$ cat config.mk
export PLATFORM = sky130hd
export DESIGN_NAME = ctr_seq
export DESIGN_NICKNAME = d
export VERILOG_FILES = /design/src/rtl/ctr_seq.sv
export SDC_FILE = /design/constraint.sdc
export NUM_CORES = 1
export LEC_CHECK = 0
export CELL_PAD_IN_SITES_DETAIL_PLACEMENT = 2
export CELL_PAD_IN_SITES_GLOBAL_PLACEMENT = 2
export CORE_AREA = 2 2 79 81
export CTS_CLUSTER_DIAMETER = 100
export DETAILED_ROUTE_END_ITERATION = 6
export DIE_AREA = 0 0 81 83
export GPL_ROUTABILITY_DRIVEN = 0
export PLACE_DENSITY = 0.76
export SLEW_MARGIN = 20
export SYNTH_ARGS = -nofsm -noshare
export SYNTH_HDL_FRONTEND = slang
export SYNTH_SLANG_ARGS = --single-unit
$ cat constraint.sdc
create_clock -name I_clk -period 2.1 [get_ports I_clk]
set_clock_uncertainty 0.05 [all_clocks]
set_input_delay 0.21 -clock I_clk [delete_from_list [all_inputs] [get_ports I_clk]]
set_output_delay 0.21 -clock I_clk [all_outputs]
set_load 0.01 [all_outputs]
$ cat src/rtl/ctr_seq.sv
// ctr_seq: parametrised multi-cycle control sequencer.
//
// Steps a one-hot enable through NSTAGES pipeline-phase enables. It supports
// stall hold, per-instruction stage skipping, halt/resume, single-step mode
// and a retired-instruction counter.
//
// Ports:
//   I_clk         clock; all state changes on the rising edge
//   I_reset       synchronous, active-high reset
//   I_stall       hold the current stage
//   I_skip        per-stage skip mask (bit 0 ignored), sampled every advance
//   I_halt        enter HALTED at the next completion (or from PAUSE)
//   I_run         leave HALTED
//   I_step_mode   pause after every instruction
//   I_step        leave PAUSE and run one instruction
//   O_en          one-hot stage enable, zero in PAUSE/HALTED
//   O_stage       binary index of the active stage, 0 when idle
//   O_active      high in RUN
//   O_halted      high in HALTED
//   O_instr_done  one-cycle pulse after each completed instruction
//   O_instr_cnt   completed-instruction count, wraps
module ctr_seq #(
  parameter int NSTAGES = 6,
  parameter int CNT_W   = 16,
  localparam int SW     = (NSTAGES > 1) ? $clog2(NSTAGES) : 1
) (
  input  logic               I_clk,
  input  logic               I_reset,
  input  logic               I_stall,
  input  logic [NSTAGES-1:0] I_skip,
  input  logic               I_halt,
  input  logic               I_run,
  input  logic               I_step_mode,
  input  logic               I_step,
  output logic [NSTAGES-1:0] O_en,
  output logic [SW-1:0]      O_stage,
  output logic               O_active,
  output logic               O_halted,
  output logic               O_instr_done,
  output logic [CNT_W-1:0]   O_instr_cnt
);

  typedef enum logic [1:0] {
    ST_RUN    = 2'd0,
    ST_PAUSE  = 2'd1,
    ST_HALTED = 2'd2
  } state_t;

  state_t               state_q, state_d;
  logic [SW-1:0]        stage_q, stage_d;
  logic [NSTAGES-1:0]   en_q, en_d;
  logic [CNT_W-1:0]     cnt_q, cnt_d;
  logic                 done_q, done_d;

  logic                 nxt_found;
  logic [SW-1:0]        nxt_idx;

  // Lowest non-skipped stage above the current one. Scanning downward lets
  // the last hit win, which is the lowest index. Stage 0 can never satisfy
  // j > stage_q, so its skip bit has no effect.
  always_comb begin
    nxt_found = 1'b0;
    nxt_idx   = '0;
    for (int j = NSTAGES - 1; j >= 0; j--) begin
      if (j > int'(stage_q) && !I_skip[j]) begin
        nxt_found = 1'b1;
        nxt_idx   = SW'(j);
      end
    end
  end

  always_comb begin
    state_d = state_q;
    stage_d = stage_q;
    cnt_d   = cnt_q;
    done_d  = 1'b0;
    case (state_q)
      ST_RUN: begin
        if (!I_stall) begin
          if (nxt_found) begin
            stage_d = nxt_idx;
          end else begin
            // Completion edge: halt wins over step mode.
            cnt_d   = cnt_q + CNT_W'(1);
            done_d  = 1'b1;
            stage_d = '0;
            if (I_halt)
              state_d = ST_HALTED;
            else if (I_step_mode)
              state_d = ST_PAUSE;
          end
        end
      end
      ST_PAUSE: begin
        stage_d = '0;
        if (I_halt)
          state_d = ST_HALTED;
        else if (I_step)
          state_d = ST_RUN;
      end
      ST_HALTED: begin
        stage_d = '0;
        if (I_run)
          state_d = ST_RUN;
      end
      default: begin
        state_d = ST_RUN;
        stage_d = '0;
      end
    endcase
    // Enable is registered alongside the state so outputs carry no input path.
    en_d = (state_d == ST_RUN) ? (NSTAGES'(1) << stage_d) : '0;
  end

  always_ff @(posedge I_clk) begin
    if (I_reset) begin
      state_q <= ST_RUN;
      stage_q <= '0;
      en_q    <= NSTAGES'(1);
      cnt_q   <= '0;
      done_q  <= 1'b0;
    end else begin
      state_q <= state_d;
      stage_q <= stage_d;
      en_q    <= en_d;
      cnt_q   <= cnt_d;
      done_q  <= done_d;
    end
  end

  assign O_en         = en_q;
  assign O_stage      = stage_q;
  assign O_active     = (state_q == ST_RUN);
  assign O_halted     = (state_q == ST_HALTED);
  assign O_instr_done = done_q;
  assign O_instr_cnt  = cnt_q;

endmodule

==> results of run 1 <==
[routing by layer]
| metal | GRT usage (%) | up-vias | share of wire, % |
|---|---|---|---|
| li1 | - | 674 | - |
| met1 | 17.4 | 637 | 46 |
| met2 | 22.2 | 21 | 51 |
| met3 | 1.30 | 5 | 1.6 |
| met4 | 4.62 | 0 | 1.6 |
| met5 | 0 | - | 0 |
[worst register-to-register path, cell delays in order (launching register included)]
cell and delay, ns:
dfxtp_1 0.34, or4_1 0.56, buf_4 0.17, o211ai_1 0.12, a21o_1 0.19, or3b_2 0.47, nor2_1 0.11
[final cells by class]
class,count,area (um^2)
Inverter,5,18.8
Sequential cell,28,561
Clock buffer,4,55.1
Tap cell,75,93.8
Multi-Input combinational cell,116,777
Timing Repair Buffer,61,566
Fill cell,682,3740
[timing repair]
item                       CTS  global route
resized for setup            4             9
pin swaps                    0             2
gates cloned                 0             0
buffers inserted             0             2
setup endpoints to repair    6            14
[registers in the layout (all words and copies together) (netlist names)]
signal	flops
O_en	6
O_instr_done	1
O_instr_cnt	16
state_q	2
O_stage	3
[cells in the mapped netlist, types with 2 or more instances]
cell type   n
nand2b_1    3
nor2_1     18
nand4_1     5
o21bai_1    2
xor2_1      5
nor2b_1     5
nand3_1     5
or4_1       2
a21oi_1    11
o31ai_1     2
nor3b_1     2
o21ai_0     9
or3_1       8
mux2i_1     2
dfxtp_1    28
nand2_1     9
nor3_1      4
and3_1      3
inv_1       5
clkbuf_1    4
[cell families after synthesis]
family | Yosys count | share of synthesized area, %
mux | 2 | 1.52
buf+inv | 9 | 2.57
flops | 28 | 42.6
fa+ha+maj | 1 | 0.951
xor+xnor | 6 | 4.00
simple gates | 73 | 31.0
compound gates | 34 | 17.3
[placed cells by master (no fill, tap or decap), types with 3 or more instances in the layout]
| cell | instances |
|---|---|
| clkbuf_8 | 4 |
| and3_1 | 3 |
| buf_4 | 20 |
| inv_1 | 5 |
| nor2_1 | 18 |
| clkdlybuf4s50_1 | 38 |
| xor2_1 | 5 |
| nor2b_1 | 5 |
| a21oi_1 | 10 |
| dfxtp_1 | 28 |
| or3_1 | 8 |
| nand4_1 | 5 |
| nor3_1 | 4 |
| nand2_1 | 9 |
| o21ai_0 | 9 |
| nand3_1 | 5 |
| nand2b_1 | 3 |
[stage by stage]
stage / hold WS [ns] / TNS (ns)
finish: 0.458 / 0
global route: 0.504 / -0.106
CTS: 0.469 / 0
detailed placement: 0.452 / -4.05
global placement: 0.427 / -3.24
floorplan: 0.239 / 0
[how the worst max path moves through the flow]
stage	from	to	slack, ns	depth (start not counted)
2_1_floorplan	O_stage[1]$_SDFF_PP0_	O_instr_cnt[12]$_SDFFE_PP0P_	0.02	5
3_3_place_gp	I_skip[1]	O_en[2]$_SDFF_PP0_	-0.27	6
3_5_place_dp	I_skip[3]	O_instr_cnt[9]$_SDFFE_PP0P_	-0.29	7
4_1_cts	O_stage[0]$_SDFF_PP0_	O_en[5]$_SDFF_PP0_	0.02	6
5_1_grt	O_stage[0]$_SDFF_PP0_	O_en[5]$_SDFF_PP0_	-0.06	6
6_report	O_stage[2]$_SDFF_PP0_	O_en[5]$_SDFF_PP0_	0.02	6
[power by group through the flow]
stage	logic [uW]	registers (uW)	clock network (uW)
floorplan	70.5	574	0
global placement	194	562	0
detailed placement	199	563	0
CTS	204	550	352
global route	240	552	381
finish	222	550	345
==> run metrics, run 1 <==
Max Transition Viols Final=0; Worst Tran Pin Value=~0.5 ns; Cell Int Power=830 uW; maximum capacitance violations=0; kind of end point of the critical path=flop; Avg Inst Size Synth=roughly 8.6 um^2; async set-or-reset flop fraction in the synthesized netlist=0%; start-to-end type of the worst setup path=reg -> reg; horizontal die dimension=81 um; TritonCTS clock tree=yes; core area=5820 um^2; combined area of all synthesized cells=about 1300 um^2; number of detailed-routing iterations run before antenna repair=3; mean routed wirelength per cell=14.5 um; hold violation total from the final report=0; Post-Layout Cell Count=289; count of boundary I/O pins=41; cell count after placement=approximately 280; final antenna diode count=0; Sinks on Clock Net=28; final worst path period need=between 2 and 2.5 ns; largest cells by area after synthesis=dfxtp_1 (43%), nor2_1 (5.1%), a21oi_1 (4.2%), or3_1 (3.8%), o21ai_0 (3.4%); power share of the sequential group=approximately 50%; fin nets=229; Peak VDD IR=approximately 0.22 mV; cell area reported after detailed placement=1930 um^2; Max clock buf depth=2; total clock buffers created by CTS=3; Netlist cell types=41; Worst Hold Path EP=O_instr_cnt[15]$_SDFFE_PP0P_; area grow syn2layout=57.5%; pwr/cell area=540 nW/um^2; number of cells on the worst reg-to-reg path=6; count of input and output buffers=39; DRC violations left=0; Final setup viols=0; sequential cell area fraction in the yosys report=42.6%; hold bufs inserted after CTS=0; final worst-path setup slack=0.0244 ns; number of global-route vias before repair=roughly 1400; worst reg2reg path endpoint=O_en[5]$_SDFF_PP0_; die area=6720 um^2; clk slew on worst S/H paths=0.10 ns; Detailed Place HPWL=3.11 mm; status=finished clean; final clock period utilization by the worst path=98.8%; Worst Path Arrival=2.25 ns; Post-Synthesis Net Count=167; source-to-sink clock delay at the later pin of the worst-skew pair=between 0.2 and 0.3 ns; number of standard cells after synthesis=between 150 and 200; FF-to-FF Start=O_stage[2]$_SDFF_PP0_; maximum number of pins on one net before global-route repair=27; share of layout cells above drive strength 1=16.8%; area share of the largest cell type after synthesis=42.6%; clock power share=30.9%; Worst Hold Path Cells=2; fin area=slightly above 2000 um^2; wire length of the first global-routing pass=7.04 mm; Row Count=28; count of buffering cells on the critical path with inverters included=1; switching power=287 uW; R2R setup slack=0.02 ns; routed wire length=4.18 mm; overall via count from detail_route=1337; critical path startpoint category=flop; combinational power share=19.9%; critical path's slowest cell=or4_1; unrepaired setup endpoints after global routing=true; Crit Path Max Fanout=3; pre-CTS setup slack=-0.292 ns; count of H-tree levels built during CTS=1; critical path, cell by cell=or4_1 > buf_4 > o211ai_1 > a21o_1 > or3b_2 > nor2_1; number of flip-flops and latches in the synthesized netlist=28; total leakage power=about 0.00075 uW; total design power=1120 uW; required time worst endpoint=2.27 ns; antenna violations before repair=0; number of vias per cell after detailed routing=4.63; root buffer selected by CTS=clkbuf_8; worst min path class=reg -> reg; library cell occupying the most area in the post-synthesis netlist=dfxtp_1; number of enable flip-flop cells after synthesis=0; normalized max-slew margin=66.5%; Tot GR Track Use=13.3%; switching share of total power=25.7%; most used flip-flop cell after synthesis=dfxtp_1; remaining global-route overflow=0; utilization after layout=35.6%; top achievable clock speed=roughly 0.48 GHz; delay-heaviest family, CP=simple AND/OR/NAND/NOR gates; starting density of the core=a little under a quarter; DRC violation total after the first TritonRoute iteration=41; count of antenna-violating nets left after detailed routing=0; total of warnings raised by yosys=0; chip height=83 um; largest stage delay on the critical path=0.56 ns; hold wc startpoint=O_instr_cnt[15]$_SDFFE_PP0P_
(Power assumes the default switching activity.)
==> run 2: changes to the inputs <==
Settings changed: CTS_CLUSTER_DIAMETER 100 to 40, GPL_ROUTABILITY_DRIVEN 0 to unset.
==> results of run 2 <==
Final layout, timing and power as in run 1 (identical DEF).
